**src/rtl/snn_output_controller_if.sv**
```systemverilog
// Handshake and neuron-bus bundle between the output-layer sequencer and its environment.
// master = host/neuron side, slave = sequencer side.
interface snn_output_controller_if #(
    parameter int NUM_NEURONS = 10,
    parameter int CNT_W       = 8,
    parameter int IDX_W       = 4,
    parameter int DATA_W      = 16
);
    logic                     boot_req;
    logic                     start;
    logic                     cfg_valid;
    logic signed [DATA_W-1:0] cfg_data;
    logic                     cfg_ready;
    logic                     in_valid;
    logic signed [DATA_W-1:0] in_data;
    logic [IDX_W-1:0]         in_idx;
    logic                     in_last;
    logic                     in_ready;
    logic signed [DATA_W-1:0] neuron_din;
    logic [NUM_NEURONS-1:0]   neuron_dr;
    logic                     boot_mode;
    logic                     snn_clk;
    logic [NUM_NEURONS-1:0]   spikes_in;
    logic                     busy;
    logic                     done;
    logic [IDX_W-1:0]         class_idx;
    logic [CNT_W-1:0]         class_count;
    logic                     err;

    modport master (
        output boot_req, start, cfg_valid, cfg_data, in_valid, in_data, in_idx, in_last, spikes_in,
        input  cfg_ready, in_ready, neuron_din, neuron_dr, boot_mode, snn_clk, busy, done,
               class_idx, class_count, err
    );

    modport slave (
        input  boot_req, start, cfg_valid, cfg_data, in_valid, in_data, in_idx, in_last, spikes_in,
        output cfg_ready, in_ready, neuron_din, neuron_dr, boot_mode, snn_clk, busy, done,
               class_idx, class_count, err
    );
endinterface

```
**src/rtl/snn_output_controller.sv**
```systemverilog
// Sequencer for a bank of output-layer LIF neurons on a shared data bus: bias boot,
// per-timestep contribution routing, tick generation, spike counting and argmax.
module snn_output_controller #(
    parameter int NUM_NEURONS = 10,
    parameter int TIMESTEPS   = 16,
    parameter int CNT_W       = 8,
    parameter int IDX_W       = 4,
    parameter int DATA_W      = 16
) (
    input  logic                   sys_clk,
    input  logic                   rst,
    snn_output_controller_if.slave bus
);
    localparam int                TS_W    = $clog2(TIMESTEPS + 1);
    localparam logic [CNT_W-1:0]  CNT_MAX = '1;
    localparam logic [IDX_W-1:0]  LAST_N  = IDX_W'(NUM_NEURONS - 1);
    localparam logic [TS_W-1:0]   LAST_TS = TS_W'(TIMESTEPS - 1);

    typedef enum logic [3:0] {
        IDLE, BOOT, BOOT_FLUSH, ACC, FLUSH, TICK, SAMPLE, ARGMAX, DONE
    } state_t;

    state_t           state, state_nxt;
    logic [IDX_W-1:0] boot_k;
    logic [IDX_W-1:0] scan_idx;
    logic [IDX_W-1:0] best_idx;
    logic [CNT_W-1:0] best_cnt;
    logic [TS_W-1:0]  ts;
    logic [CNT_W-1:0] spk_cnt [NUM_NEURONS];

    logic             cfg_acc, in_acc, in_hit, last_boot, last_scan, ts_last, take;
    logic [IDX_W-1:0] win_idx;
    logic [CNT_W-1:0] win_cnt;

    function automatic logic [CNT_W-1:0] sat_inc(input logic [CNT_W-1:0] c);
        return (c == CNT_MAX) ? c : c + CNT_W'(1);
    endfunction

    function automatic logic [NUM_NEURONS-1:0] one_hot(input logic [IDX_W-1:0] i);
        return {{(NUM_NEURONS-1){1'b0}}, 1'b1} << i;
    endfunction

    assign cfg_acc   = (state == BOOT) && bus.cfg_valid;
    assign in_acc    = (state == ACC) && bus.in_valid;
    assign in_hit    = (bus.in_idx <= LAST_N);
    assign last_boot = (boot_k == LAST_N);
    assign last_scan = (scan_idx == LAST_N);
    assign ts_last   = (ts == LAST_TS);

    // Strictly-greater replacement keeps ties on the lowest index.
    assign take    = spk_cnt[scan_idx] > best_cnt;
    assign win_idx = take ? scan_idx : best_idx;
    assign win_cnt = take ? spk_cnt[scan_idx] : best_cnt;

    always_ff @(posedge sys_clk) begin
        if (rst) state <= IDLE;
        else     state <= state_nxt;
    end

    always_comb begin
        state_nxt = state;
        unique case (state)
            IDLE: begin
                if (bus.boot_req)   state_nxt = BOOT;
                else if (bus.start) state_nxt = ACC;
            end
            BOOT:       if (cfg_acc && last_boot) state_nxt = BOOT_FLUSH;
            BOOT_FLUSH: state_nxt = IDLE;
            ACC:        if (in_acc && bus.in_last) state_nxt = FLUSH;
            FLUSH:      state_nxt = TICK;
            TICK:       state_nxt = SAMPLE;
            SAMPLE:     state_nxt = ts_last ? ARGMAX : ACC;
            ARGMAX:     if (last_scan) state_nxt = DONE;
            DONE:       state_nxt = IDLE;
            default:    state_nxt = IDLE;
        endcase
    end

    always_comb begin
        bus.cfg_ready = (state == BOOT);
        bus.in_ready  = (state == ACC);
        bus.boot_mode = (state == BOOT) || (state == BOOT_FLUSH);
        bus.snn_clk   = (state == TICK);
        bus.busy      = (state != IDLE);
        bus.done      = (state == DONE);
    end

    // Strobes are single-cycle: neuron_dr defaults low and is only raised by an accepted word.
    always_ff @(posedge sys_clk) begin
        if (rst) begin
            bus.neuron_dr   <= '0;
            bus.neuron_din  <= '0;
            bus.err         <= 1'b0;
            bus.class_idx   <= '0;
            bus.class_count <= '0;
            boot_k          <= '0;
            ts              <= '0;
            scan_idx        <= '0;
            best_idx        <= '0;
            best_cnt        <= '0;
            for (int i = 0; i < NUM_NEURONS; i++) spk_cnt[i] <= '0;
        end else begin
            bus.neuron_dr <= '0;
            if (cfg_acc) begin
                bus.neuron_din <= bus.cfg_data;
                bus.neuron_dr  <= one_hot(boot_k);
                boot_k         <= boot_k + IDX_W'(1);
            end
            if (in_acc) begin
                if (in_hit) begin
                    bus.neuron_din <= bus.in_data;
                    bus.neuron_dr  <= one_hot(bus.in_idx);
                end else begin
                    bus.err <= 1'b1;
                end
            end
            case (state)
                IDLE: begin
                    boot_k <= '0;
                    if (bus.start && !bus.boot_req) begin
                        ts      <= '0;
                        bus.err <= 1'b0;
                        for (int i = 0; i < NUM_NEURONS; i++) spk_cnt[i] <= '0;
                    end
                end
                SAMPLE: begin
                    for (int i = 0; i < NUM_NEURONS; i++)
                        if (bus.spikes_in[i]) spk_cnt[i] <= sat_inc(spk_cnt[i]);
                    if (!ts_last) ts <= ts + TS_W'(1);
                    scan_idx <= '0;
                    best_idx <= '0;
                    best_cnt <= '0;
                end
                ARGMAX: begin
                    scan_idx <= scan_idx + IDX_W'(1);
                    best_idx <= win_idx;
                    best_cnt <= win_cnt;
                    if (last_scan) begin
                        bus.class_idx   <= win_idx;
                        bus.class_count <= win_cnt;
                    end
                end
                default: ;
            endcase
        end
    end

    a_tick_excl: assert property (@(posedge sys_clk) disable iff (rst)
        !(bus.snn_clk && (|bus.neuron_dr)));
endmodule
```
**src/flat_wrapper.sv**
```systemverilog
// flat-port wrapper written by rule: the top's interface ports become plain ports
module snn_output_controller_flat 
#(
    parameter int NUM_NEURONS = 10,
    parameter int TIMESTEPS   = 16,
    parameter int CNT_W       = 8,
    parameter int IDX_W       = 4,
    parameter int DATA_W      = 16
)
  (sys_clk, rst, bus_boot_req, bus_start, bus_cfg_valid, bus_cfg_data, bus_in_valid, bus_in_data, bus_in_idx, bus_in_last, bus_spikes_in, bus_cfg_ready, bus_in_ready, bus_neuron_din, bus_neuron_dr, bus_boot_mode, bus_snn_clk, bus_busy, bus_done, bus_class_idx, bus_class_count, bus_err);
  snn_output_controller_if #(.NUM_NEURONS(NUM_NEURONS), .CNT_W(CNT_W), .IDX_W(IDX_W), .DATA_W(DATA_W)) bus_i ();
  input  logic sys_clk;
  input  logic rst;
  input wire logic [$bits(bus_i.boot_req)-1:0] bus_boot_req;
  input wire logic [$bits(bus_i.start)-1:0] bus_start;
  input wire logic [$bits(bus_i.cfg_valid)-1:0] bus_cfg_valid;
  input wire logic [$bits(bus_i.cfg_data)-1:0] bus_cfg_data;
  input wire logic [$bits(bus_i.in_valid)-1:0] bus_in_valid;
  input wire logic [$bits(bus_i.in_data)-1:0] bus_in_data;
  input wire logic [$bits(bus_i.in_idx)-1:0] bus_in_idx;
  input wire logic [$bits(bus_i.in_last)-1:0] bus_in_last;
  input wire logic [$bits(bus_i.spikes_in)-1:0] bus_spikes_in;
  output wire logic [$bits(bus_i.cfg_ready)-1:0] bus_cfg_ready;
  output wire logic [$bits(bus_i.in_ready)-1:0] bus_in_ready;
  output wire logic [$bits(bus_i.neuron_din)-1:0] bus_neuron_din;
  output wire logic [$bits(bus_i.neuron_dr)-1:0] bus_neuron_dr;
  output wire logic [$bits(bus_i.boot_mode)-1:0] bus_boot_mode;
  output wire logic [$bits(bus_i.snn_clk)-1:0] bus_snn_clk;
  output wire logic [$bits(bus_i.busy)-1:0] bus_busy;
  output wire logic [$bits(bus_i.done)-1:0] bus_done;
  output wire logic [$bits(bus_i.class_idx)-1:0] bus_class_idx;
  output wire logic [$bits(bus_i.class_count)-1:0] bus_class_count;
  output wire logic [$bits(bus_i.err)-1:0] bus_err;
  assign bus_i.boot_req = bus_boot_req;
  assign bus_i.start = bus_start;
  assign bus_i.cfg_valid = bus_cfg_valid;
  assign bus_i.cfg_data = bus_cfg_data;
  assign bus_i.in_valid = bus_in_valid;
  assign bus_i.in_data = bus_in_data;
  assign bus_i.in_idx = bus_in_idx;
  assign bus_i.in_last = bus_in_last;
  assign bus_i.spikes_in = bus_spikes_in;
  assign bus_cfg_ready = bus_i.cfg_ready;
  assign bus_in_ready = bus_i.in_ready;
  assign bus_neuron_din = bus_i.neuron_din;
  assign bus_neuron_dr = bus_i.neuron_dr;
  assign bus_boot_mode = bus_i.boot_mode;
  assign bus_snn_clk = bus_i.snn_clk;
  assign bus_busy = bus_i.busy;
  assign bus_done = bus_i.done;
  assign bus_class_idx = bus_i.class_idx;
  assign bus_class_count = bus_i.class_count;
  assign bus_err = bus_i.err;
  snn_output_controller #(.NUM_NEURONS(NUM_NEURONS), .TIMESTEPS(TIMESTEPS), .CNT_W(CNT_W), .IDX_W(IDX_W), .DATA_W(DATA_W)) u_core (.sys_clk(sys_clk), .rst(rst), .bus(bus_i));
endmodule
```
**config.mk**
```make
export PLATFORM = sky130hd
export DESIGN_NAME = snn_output_controller_flat
export DESIGN_NICKNAME = d
export VERILOG_FILES = /design/src/rtl/snn_output_controller_if.sv /design/src/rtl/snn_output_controller.sv /design/src/flat_wrapper.sv
export SDC_FILE = /design/constraint.sdc
export NUM_CORES = 1
export LEC_CHECK = 0
export BUFFER_PORTS_ARGS = -buffer_cell sky130_fd_sc_hd__buf_2
export CORE_MARGIN = 1.5
export CORE_UTILIZATION = 50
export CTS_BUF_LIST = sky130_fd_sc_hd__clkbuf_4 sky130_fd_sc_hd__clkbuf_8 sky130_fd_sc_hd__clkbuf_16
export DETAILED_ROUTE_END_ITERATION = 10
export PLACE_DENSITY = 0.7
export SYNTH_ARGS = -nofsm -noshare
export SYNTH_HDL_FRONTEND = slang
export SYNTH_SLANG_ARGS = --single-unit
```
**constraint.sdc**
```tcl
create_clock -name sys_clk -period 3.5 [get_ports sys_clk]
set_input_delay 0 -clock sys_clk [delete_from_list [all_inputs] [get_ports sys_clk]]
set_output_delay 0 -clock sys_clk [all_outputs]
set_load 0.02 [all_outputs]
```
==> results of run 1 <==
==> where the power goes <==
group / switching [mW] / leakage [nW] / total [mW] / internal [mW]
Combinational: 0.522 / 2.00 / 0.883 / 0.361
Clock: 0.739 / 0.317 / 1.94 / 1.20
Sequential: 0.179 / 1.42 / 2.21 / 2.04
==> worst reg2reg max path, stage by stage (launching register included) <==
cell                        delay, ns
sky130_fd_sc_hd__dfxtp_2         0.34
sky130_fd_sc_hd__buf_12          0.26
sky130_fd_sc_hd__mux2i_1         0.30
sky130_fd_sc_hd__a22oi_1         0.15
sky130_fd_sc_hd__a32oi_1         0.43
sky130_fd_sc_hd__inv_1           0.08
sky130_fd_sc_hd__ha_1            0.30
sky130_fd_sc_hd__nor2b_1         0.13
sky130_fd_sc_hd__o21ai_0         0.21
sky130_fd_sc_hd__nand4bb_1       0.41
sky130_fd_sc_hd__nand3_1         0.41
sky130_fd_sc_hd__o221ai_1        0.16
==> routing by layer <==
metal / track usage [%] / wire, um / up-vias
met5: 0 / 0 / -
met4: 7.28 / 301 / 0
met3: 5.11 / 1220 / 31
met2: 37.6 / 9580 / 246
met1: 33.6 / 9610 / 3351
li1: - / - / 3428
==> cells by family (layout without fill, tap and decap cells) <==
kind of cell	after synthesis	count (layout)	synth area share, %
AND/OR/NAND/NOR	407	407	23.5
multiplexers	41	41	5.06
AO/OA/AOI/OAI	122	122	10.9
XOR/XNOR	64	64	6.74
buffers and inverters	64	207	3.34
adder cells (fa/ha/maj)	28	28	4.21
flip-flops	152	152	46.2
==> per-stage QoR <==
stage          worst slack (ns)  total power, mW  area [um2]  utilization [%]
6_report                  0.188             5.04       10100             62.7
3_3_place_gp              0.372             3.04        8970             55.9
2_1_floorplan             0.699             2.78        8320                -
3_5_place_dp              0.288             3.05        8970             55.9
4_1_cts                   0.252             5.04       10100             62.7
5_1_grt                 0.00515             5.23       10100             62.7
==> cell type report <==
cell class	instances	area [um2]	area share, %
clock buffer	24	526	5.22
clock inverter	8	104	1.03
inverter	20	75.1	0.746
multi-input combinational	662	4190	41.7
sequential	152	3840	38.2
tap	216	270	2.69
timing repair buffer	155	1050	10.4
==> state kept, by name (all words and copies together), names as in the netlist, named ones only <==
register and cells:
u_core.state 4, u_core.best_idx 4, u_core.bus.err 1, u_core.boot_k 4
u_core.bus.neuron_dr 10, u_core.bus.class_idx 4, u_core.best_cnt 8, u_core.bus.neuron_din 16
u_core.spk_cnt 80, u_core.bus.class_count 8, u_core.scan_idx 4, u_core.ts 5
==> final timing paths <==
kind / cells past startpoint / slack (ns) / start / endpoint
setup / recovery: 11 / 0.19 / flip-flop / u_core.best_cnt[4]
hold / removal: 4 / 0.03 / bus_start / u_core.ts[4]
setup reg to reg: 11 / 0.19 / flip-flop / u_core.best_cnt[4]
hold reg to reg: 2 / 0.49 / u_core.bus.err / u_core.bus.err
==> cell usage in the layout, fill, tap and decap left out, types with 11 or more instances in the layout <==
master | synthesis | layout
sky130_fd_sc_hd__nand3b_1 | 17 | 17
sky130_fd_sc_hd__o221ai_1 | 14 | 14
sky130_fd_sc_hd__clkbuf_16 | 0 | 19
sky130_fd_sc_hd__a311oi_1 | 19 | 19
sky130_fd_sc_hd__buf_2 | 15 | 97
sky130_fd_sc_hd__a21oi_1 | 25 | 25
sky130_fd_sc_hd__ha_1 | 28 | 28
sky130_fd_sc_hd__mux2i_1 | 33 | 33
sky130_fd_sc_hd__nand3_1 | 49 | 49
sky130_fd_sc_hd__and3_1 | 22 | 22
sky130_fd_sc_hd__buf_4 | 3 | 11
sky130_fd_sc_hd__nor2_1 | 155 | 155
sky130_fd_sc_hd__xnor2_1 | 22 | 22
sky130_fd_sc_hd__nand2_1 | 95 | 95
sky130_fd_sc_hd__a22oi_1 | 14 | 14
sky130_fd_sc_hd__inv_1 | 20 | 20
sky130_fd_sc_hd__edfxtp_1 | 80 | 80
sky130_fd_sc_hd__a32oi_1 | 14 | 14
sky130_fd_sc_hd__dlygate4sd3_1 | 0 | 46
sky130_fd_sc_hd__xor2_1 | 42 | 42
sky130_fd_sc_hd__dfxtp_1 | 72 | 71
==> results.sh, run 1 <==
export IMPL_synth_edf_count=80
export IMPL_wl_cell_um=16.7
export IMPL_initial_antenna_violation_count=0
export IMPL_status="completed"
export IMPL_worst_slew_pin_transition_ns=0.784
export IMPL_arrival_ns=3.60
export IMPL_track_usage_pct=24.1
export IMPL_area_growth_pct=21.0
export IMPL_setup_repair_after_global_routing_missed_its_margin="false"
export IMPL_ys_top_cells_by_count="155 x sky130_fd_sc_hd__nor2_1, 95 x sky130_fd_sc_hd__nand2_1, 80 x sky130_fd_sc_hd__edfxtp_1"
export IMPL_synth_warnings=0
export IMPL_antenna_cells=0
export IMPL_synthCells=878
export IMPL_ys_async_sr_fraction_pct=0
export IMPL_core_area_um2=16100
export IMPL_numCtsBuffers=17
export IMPL_fillCellCount=1308
export IMPL_htree_levels=4
export IMPL_die_width_um=132
export IMPL_post_synth_main_area_contributors="sky130_fd_sc_hd__edfxtp_1 29%, sky130_fd_sc_hd__dfxtp_1 17%, sky130_fd_sc_hd__nor2_1 7.0%"
export IMPL_dpl_hpwl_um=13800
export IMPL_synth_cell_type_count=62
export IMPL_synthesis_nets=959
export IMPL_power_per_cell_area_nw_per_um2=501
export IMPL_setup_viol=0
export IMPL_placer_congestion=0.857
export IMPL_ys_dominant_reg_cell="sky130_fd_sc_hd__edfxtp_1"
export IMPL_seq_area_frac_synth_pct=46.2
export IMPL_slowest_stage="sky130_fd_sc_hd__a32oi_1"
export IMPL_placement_io_buffers=97
export IMPL_final_setup_skew_ns=0.00602
export IMPL_path_delay_family="compound AO/OA/AOI/OAI gates"
export IMPL_initial_utilization_pct=51.8
export IMPL_route_antenna_remaining_nets=0
export IMPL_min_period_over_period_pct=94.6
export IMPL_worst_slew_margin_rel_pct=47.7
export IMPL_gr_total_overflow=0
export IMPL_sinks_on_clock_net=152
export IMPL_critPathCaptureType="flip-flop"
export IMPL_clock_tree_root_cell="sky130_fd_sc_hd__clkbuf_16"
export IMPL_synth_avg_cell_area_um2=9.47
export IMPL_power_static_leakage_nw=3.74
export IMPL_synthesis_area_um2=8320
export IMPL_worst_setup_path_type="reg -> reg"
export IMPL_drt_pass1_iterations=5
export IMPL_fmaxAchievable_mhz=302
export IMPL_critPathMaxStageDelay_ns=0.43
export IMPL_grt_pass1_vias=6634
export IMPL_fraction_of_final_layout_cells_sized_beyond_drive_strength_1_pct=16.7
export IMPL_design_die_area_um2=17400
export IMPL_worstHoldPathType="in -> reg"
export IMPL_grt_pass1_wl_um=33800
export IMPL_clock_path_buffers=2
export IMPL_netlist_area_leader_share_pct=28.9
export IMPL_drt_wl_total_um=20700
export IMPL_vdd_drop_max_mv=0.406
export IMPL_dpl_cell_count=1159
export IMPL_instances_no_fill=1237
export IMPL_clk_pin_slew_ns=0.06
export IMPL_detailed_route_drc_error_count=0
export IMPL_finalSetupTns_ns=0
export IMPL_period_needed_ns=3.31
export IMPL_crit_fanout=40
export IMPL_drt_iter0_markers=546
export IMPL_maxSlewViolCount=0
export IMPL_synthDominantAreaCellType="sky130_fd_sc_hd__edfxtp_1"
export IMPL_ctsResizeCount=0
export IMPL_worstSetupStartpointType="flip-flop"
export IMPL_cts_tree="yes"
export IMPL_cap_viol_max_count=0
export IMPL_cp_cell_sequence="buf_12 -> mux2i_1 -> a22oi_1 -> a32oi_1 -> inv_1 -> ha_1 -> nor2b_1 -> o21ai_0 -> nand4bb_1 -> nand3_1 -> o221ai_1"
export IMPL_placementRows=46
export IMPL_io_pins=98
export IMPL_timing_hold_ws_ns=0.0266
export IMPL_via_per_inst=5.70
export IMPL_final_net_count=1089
export IMPL_final_hold_violation_count=0
export IMPL_ys_seq_elements=152
export IMPL_critical_path_buf_inv_count=2
export IMPL_clkLatencyLatePin_ns=0.43
export IMPL_data_required_critical_path_ns=3.78
export IMPL_post_cts_setup_buffers=0
export IMPL_die_h_um=132
export IMPL_cts_hold_buffers_added=46
export IMPL_synth_most_common_cell="sky130_fd_sc_hd__nor2_1"
export IMPL_dr_total_vias=7056
export IMPL_pin_count_of_the_biggest_net_entering_global_routing=41
Note: power is estimated with default switching activity, not from simulation.
==> inputs of run 2 (changes only) <==
--- a/config.mk
+++ b/config.mk
@@ -11,6 +11,8 @@
 export CTS_BUF_LIST = sky130_fd_sc_hd__clkbuf_4 sky130_fd_sc_hd__clkbuf_8 sky130_fd_sc_hd__clkbuf_16
 export DETAILED_ROUTE_END_ITERATION = 10
 export PLACE_DENSITY = 0.7
+export REMOVE_ABC_BUFFERS = 1
+export SKIP_CTS_REPAIR_TIMING = 1
 export SYNTH_ARGS = -nofsm -noshare
 export SYNTH_HDL_FRONTEND = slang
 export SYNTH_SLANG_ARGS = --single-unit
==> constraint.sdc (replaced) <==
create_clock -name sys_clk -period 3.3 [get_ports sys_clk]
set_input_delay 0 -clock sys_clk [delete_from_list [all_inputs] [get_ports sys_clk]]
set_output_delay 0 -clock sys_clk [all_outputs]
set_load 0.02 [all_outputs]
==> run 2 against run 1 <==
  * Sequential share of layout area shrank 0.066 points
  * Clock power down 4%
  * Clock-buffer cell count down 4
  * Power increased by 2.5%
  * Via count about the same
  * Critical path depth stayed put
  * Final area rose by 0.17%
  * Worst setup slack better by 0.11 ns
  * Critical endpoint is now u_core.best_cnt[2]
  * Largest cell class unchanged
  * Highest routed layer unchanged
==> results.sh, run 2 (synthesis results as in run 1) <==
export IMPL_status="completed"
export IMPL_ff2ff_setup_slack_ns=0.30
export IMPL_min_delay_path_depth=5
export IMPL_global_route_usage_met2_pct=35.5
export IMPL_drt_wl_total_um=20300
export IMPL_die_width_um=132
export IMPL_power_static_leakage_nw=3.76
export IMPL_cts_tree="yes"
export IMPL_min_period_over_period_pct=90.9
export IMPL_dr_total_vias=7061
export IMPL_vdd_drop_max_mv=0.393
export IMPL_drt_pass1_iterations=5
export IMPL_registers_top_by_ff_count="u_core.spk_cnt"
export IMPL_htree_levels=4
export IMPL_holdPathEnd="u_core.state[2]"
export IMPL_crit_reg2reg_capture="u_core.best_cnt[2]"
export IMPL_clock_path_buffers=2
export IMPL_track_usage_pct=23.1
export IMPL_layout_cells_most_common_list="153 x sky130_fd_sc_hd__nor2_1, 97 x sky130_fd_sc_hd__buf_2, 95 x sky130_fd_sc_hd__nand2_1"
export IMPL_slowest_stage="sky130_fd_sc_hd__a32oi_1"
export IMPL_core_area_um2=16100
export IMPL_clk_pin_slew_ns=0.06
export IMPL_worstHoldPathType="in -> reg"
export IMPL_most_common_cell_after_layout_fill_and_taps_aside="sky130_fd_sc_hd__nor2_1"
export IMPL_setup_viol=0
export IMPL_worst_setup_path_type="reg -> reg"
export IMPL_grt_pass1_wl_um=32400
export IMPL_sinks_on_clock_net=152
export IMPL_fmaxAchievable_mhz=333
export IMPL_numCtsBuffers=17
export IMPL_arrival_ns=3.35
export IMPL_period_needed_ns=3.00
export IMPL_crit_fanout=33
export IMPL_data_required_critical_path_ns=3.65
export IMPL_route_antenna_remaining_nets=0
export IMPL_final_hold_violation_count=0
export IMPL_largest_reg_flops=80
export IMPL_placement_io_buffers=97
export IMPL_grt_util_met1_pct=31.2
export IMPL_critical_path_buf_inv_count=2
export IMPL_via_per_inst=5.66
export IMPL_antenna_cells=0
export IMPL_placer_congestion=0.837
export IMPL_initial_utilization_pct=51.8
export IMPL_worst_slew_pin_transition_ns=0.804
export IMPL_clkLatencyLatePin_ns=0.44
export IMPL_grt_pass1_vias=6363
export IMPL_setup_repair_after_global_routing_missed_its_margin="false"
export IMPL_design_die_area_um2=17400
export IMPL_io_pins=98
export IMPL_grt_most_used_layer="met2"
export IMPL_fin_ws_ns=0.300
export IMPL_placementRows=46
export IMPL_drt_iter0_markers=552
export IMPL_path_delay_family="compound AO/OA/AOI/OAI gates"
export IMPL_clock_tree_root_cell="sky130_fd_sc_hd__clkbuf_16"
export IMPL_globalRouteMet3Util_pct=5.61
export IMPL_detailed_route_drc_error_count=0
export IMPL_reg_largest_list="u_core.spk_cnt x80, u_core.bus.neuron_din x16, u_core.bus.neuron_dr x10"
export IMPL_worst_slew_margin_rel_pct=46.4
export IMPL_final_net_count=1099
export IMPL_gr_total_overflow=0
export IMPL_critPathMaxStageDelay_ns=0.40
export IMPL_power_per_cell_area_nw_per_um2=513
export IMPL_initial_antenna_violation_count=0
export IMPL_die_h_um=132
export IMPL_area_growth_pct=21.2
export IMPL_maxSlewViolCount=0
export IMPL_final_setup_skew_ns=0.0105
export IMPL_fraction_of_final_layout_cells_sized_beyond_drive_strength_1_pct=17.8
export IMPL_cp_cell_sequence="buf_12 -> mux2i_1 -> a22oi_1 -> a32oi_1 -> inv_1 -> ha_1 -> and2_1 -> nand4_1 -> o31a_1 -> nand3_1 -> o221ai_1"
export IMPL_dpl_worst_slack_ns=0.206
export IMPL_critPathCaptureType="flip-flop"
export IMPL_worstRegToRegCells=11
export IMPL_pin_count_of_the_biggest_net_entering_global_routing=70
export IMPL_worstHoldStart="bus_cfg_valid"
export IMPL_worstSetupStartpointType="flip-flop"
export IMPL_wl_cell_um=16.3
export IMPL_dpl_hpwl_um=13700
export IMPL_total_power_mw=5.17
export IMPL_cap_viol_max_count=0
==> run 2: metal layers <==
metal / up-vias / part of all wire (%) / routed length (um)
met2: 225 / 47 / 9460
met3: 43 / 5.8 / 1180
met5: - / 0 / 0
met1: 3347 / 45 / 9100
li1: 3446 / - / -
met4: 0 / 2.8 / 571
==> run 2: stage by stage <==
step,setup TNS (ns),std cells,util (%),hold slack (ns),area (um2)
4_1_cts,0,1201,59.8,-0.183,9610
5_1_grt,0,1247,62.8,0.0278,10100
6_report,0,1247,62.8,0.00756,10100
2_1_floorplan,-15.78,834,-,0.0694,8110
3_3_place_gp,0,1169,56.3,0.267,9050
3_5_place_dp,0,1169,56.3,0.275,9050
==> run 2: area by class of cell <==
class	instances	area, um2
clock buffer	20	472
clock inverter	12	90.1
fill	1288	5980
inverter	20	75.1
multi-input combinational	662	4200
sequential	152	3840
tap	216	270
timing repair buffer	165	1120
==> run 2: worst max path at each step <==
stage / start / endpoint / slack [ns] / cells after the start
4_1_cts: flip-flop / u_core.bus.class_count[2] / 0.14 / 11
2_1_floorplan: flip-flop / u_core.bus.class_count[5] / -0.89 / 9
6_report: flip-flop / u_core.best_cnt[2] / 0.30 / 11
3_5_place_dp: flip-flop / u_core.bus.class_count[2] / 0.21 / 11
3_3_place_gp: flip-flop / u_core.best_cnt[6] / 0.28 / 11
5_1_grt: flip-flop / u_core.bus.class_count[1] / 0.02 / 12
==> run 2: power by group <==
group / switching, mW / internal [mW]
Clock: 0.816 / 1.04
Combinational: 0.575 / 0.407
Sequential: 0.169 / 2.16
Total: 1.56 / 3.61
==> run 2: worst min-delay path, stage by stage <==
cell                       delay, ns
sky130_fd_sc_hd__buf_2          0.11
sky130_fd_sc_hd__nand4b_1       0.09
sky130_fd_sc_hd__nand2_1        0.07
sky130_fd_sc_hd__nand2_1        0.08
sky130_fd_sc_hd__nor4_1         0.05
==> inputs of run 3 (changes only) <==
--- a/config.mk
+++ b/config.mk
@@ -5,12 +5,12 @@
 export SDC_FILE = /design/constraint.sdc
 export NUM_CORES = 1
 export LEC_CHECK = 0
-export BUFFER_PORTS_ARGS = -buffer_cell sky130_fd_sc_hd__buf_2
 export CORE_MARGIN = 1.5
-export CORE_UTILIZATION = 50
+export CORE_UTILIZATION = 45
 export CTS_BUF_LIST = sky130_fd_sc_hd__clkbuf_4 sky130_fd_sc_hd__clkbuf_8 sky130_fd_sc_hd__clkbuf_16
 export DETAILED_ROUTE_END_ITERATION = 10
-export PLACE_DENSITY = 0.7
+export DONT_BUFFER_PORTS = 1
+export PLACE_DENSITY = 0.62
 export REMOVE_ABC_BUFFERS = 1
 export SKIP_CTS_REPAIR_TIMING = 1
 export SYNTH_ARGS = -nofsm -noshare
==> constraint.sdc (replaced) <==
create_clock -name sys_clk -period 2.73 [get_ports sys_clk]
set_input_delay 0 -clock sys_clk [delete_from_list [all_inputs] [get_ports sys_clk]]
set_output_delay 0 -clock sys_clk [all_outputs]
set_load 0.02 [all_outputs]
==> run 3 against run 2 <==
  * Clock power rose by 34%
  * The flow now finishes with violations (negative hold slack, negative setup slack)
  * Largest power group unchanged
  * Sequential share of layout area is 2.3 points lower
  * Critical endpoint unchanged
  * Highest routed layer unchanged
  * Sequential power up 23%
  * Combinational power is 33% higher
  * Critical path type unchanged
==> results.sh, run 3 (synthesis results as in run 1) <==
export IMPL_largest_reg_flops=80
export IMPL_dpl_worst_slack_ns=-0.199
export IMPL_critPathCaptureType="flip-flop"
export IMPL_worstSetupEndpoint="u_core.best_cnt[2]"
export IMPL_dr_total_vias=7064
export IMPL_setup_viol=21
export IMPL_total_power_mw=6.66
export IMPL_switching_share_pct=29.5
export IMPL_finalSetupTns_ns=-1.39
export IMPL_clkLatencyLatePin_ns=0.44
export IMPL_dpl_cell_count=1147
export IMPL_numCtsBuffers=17
export IMPL_drt_wl_total_um=22100
export IMPL_final_setup_skew_ns=0.0122
export IMPL_maxSlewViolCount=0
export IMPL_design_die_area_um2=19300
export IMPL_switching_power_mw=1.96
export IMPL_most_common_cell_after_layout_fill_and_taps_aside="sky130_fd_sc_hd__nor2_1"
export IMPL_worst_setup_path_type="reg -> reg"
export IMPL_registers_top_by_ff_count="u_core.spk_cnt"
export IMPL_final_hold_violation_count=23
export IMPL_route_antenna_remaining_nets=0
export IMPL_io_pins=98
export IMPL_setup_repair_after_global_routing_missed_its_margin="true"
export IMPL_final_util_pct=59.5
export IMPL_period_needed_ns=2.85
export IMPL_area_growth_pct=28.9
export IMPL_worst_slew_margin_rel_pct=48.8
export IMPL_clock_path_buffers=2
export IMPL_worstRegToRegCells=13
export IMPL_pin_count_of_the_biggest_net_entering_global_routing=72
export IMPL_htree_levels=4
export IMPL_arrival_ns=3.16
export IMPL_reg_largest_list="u_core.spk_cnt x80, u_core.bus.neuron_din x16, u_core.bus.neuron_dr x10"
export IMPL_clock_tree_root_cell="sky130_fd_sc_hd__clkbuf_16"
export IMPL_track_usage_pct=21.4
export IMPL_data_required_critical_path_ns=3.03
export IMPL_timing_hold_ws_ns=-0.0439
export IMPL_ff2ff_setup_slack_ns=-0.12
export IMPL_detailed_route_drc_error_count=0
export IMPL_die_width_um=139
export IMPL_worstSetupStartpointType="flip-flop"
export IMPL_seq_power_share_pct=42.9
export IMPL_final_net_count=1092
export IMPL_power_per_cell_area_nw_per_um2=621
export IMPL_crit_reg2reg_capture="u_core.best_cnt[2]"
export IMPL_gr_total_overflow=0
export IMPL_vdd_drop_max_mv=0.464
export IMPL_power_static_leakage_nw=3.87
export IMPL_min_period_over_period_pct=105
export IMPL_cts_tree="yes"
export IMPL_initial_utilization_pct=46.1
export IMPL_worstHoldPathType="in -> reg"
export IMPL_fraction_of_final_layout_cells_sized_beyond_drive_strength_1_pct=18.8
export IMPL_wl_cell_um=17.6
export IMPL_layout_cells_most_common_list="153 x sky130_fd_sc_hd__nor2_1, 95 x sky130_fd_sc_hd__nand2_1, 84 x sky130_fd_sc_hd__buf_4"
export IMPL_grt_pass1_wl_um=32700
export IMPL_crit_fanout=7
export IMPL_dpl_hpwl_um=14400
export IMPL_sinks_on_clock_net=152
export IMPL_fmaxAchievable_mhz=350
export IMPL_p_int_mw=4.70
export IMPL_instances_no_fill=1253
export IMPL_initial_antenna_violation_count=0
export IMPL_cap_viol_max_count=0
export IMPL_antenna_cells=0
export IMPL_failed_checks="negative hold slack, negative setup slack"
export IMPL_pwr_share_clk_pct=37.4
export IMPL_via_per_inst=5.64
export IMPL_drt_iter0_markers=394
export IMPL_clk_pin_slew_ns=0.06
export IMPL_placementRows=49
export IMPL_placer_congestion=0.844
export IMPL_core_area_um2=18000
export IMPL_combPwrFrac_pct=19.7
export IMPL_placement_io_buffers=0
export IMPL_fin_ws_ns=-0.124
export IMPL_grt_pass1_vias=6343
export IMPL_drt_pass1_iterations=6
export IMPL_die_h_um=139
export IMPL_worst_slew_pin_transition_ns=0.769
export IMPL_status="finished, violations left"
-- run 3: layout make-up --
cell class / instances / area [um2]
sequential: 152 / 3850
fill: 1533 / 7300
timing repair buffer: 158 / 1470
inverter: 20 / 75.1
multi-input combinational: 662 / 4420
tap: 229 / 287
clock buffer: 22 / 528
clock inverter: 10 / 98.8
-- run 3: worst min-delay path by stage --
| stage | start | cells past startpoint | to | slack, ns |
|---|---|---|---|---|
| final | bus_spikes_in[0] | 2 | u_core.spk_cnt[0][7] | -0.04 |
| after global routing | bus_spikes_in[4] | 2 | u_core.spk_cnt[4][7] | -0.0006 |
| after CTS | rst | 1 | u_core.ts[4] | -0.39 |
| after detailed placement | rst | 1 | u_core.bus.neuron_dr[4] | 0.08 |
| after global placement | rst | 1 | u_core.bus.neuron_din[11] | 0.08 |
| after floorplan | rst | 1 | u_core.best_idx[0] | 0.07 |
-- run 3: per-layer routing --
layer  global-route usage, %  wire length, um  share of wire [%]
met2                    35.0            10700                 49
met5                       0                0                  0
met4                    6.20              257                1.2
met3                    5.70             1270                5.7
met1                    27.9             9790                 44
-- run 3: power groups by stage --
stage	Clock [mW]	Combinational, mW	Sequential (mW)
after floorplan	0	0.614	2.89
after global placement	0	1.07	2.90
after detailed placement	0	1.08	2.89
after CTS	2.54	1.09	2.85
after global routing	2.62	1.43	2.88
final	2.49	1.31	2.86
-- run 3: critical path, stage by stage, from the launching register on --
cell,delay (ns)
sky130_fd_sc_hd__dfxtp_4,0.44
sky130_fd_sc_hd__buf_12,0.14
sky130_fd_sc_hd__buf_4,0.13
sky130_fd_sc_hd__mux2i_1,0.23
sky130_fd_sc_hd__a21oi_1,0.09
sky130_fd_sc_hd__a32oi_1,0.27
sky130_fd_sc_hd__inv_1,0.11
sky130_fd_sc_hd__ha_4,0.28
sky130_fd_sc_hd__and2_4,0.14
sky130_fd_sc_hd__o21ai_2,0.06
sky130_fd_sc_hd__and4bb_4,0.24
sky130_fd_sc_hd__nor2_2,0.22
sky130_fd_sc_hd__clkbuf_4,0.25
sky130_fd_sc_hd__o221ai_1,0.13
-- run 3: metrics by stage --
| step | area, um2 | hold WS, ns |
|---|---|---|
| 6_report | 10700 | -0.0439 |
| 5_1_grt | 10700 | -0.000648 |
| 4_1_cts | 9680 | -0.392 |
| 3_5_place_dp | 9060 | 0.0805 |
| 3_3_place_gp | 9060 | 0.0780 |
| 2_1_floorplan | 8110 | 0.0694 |
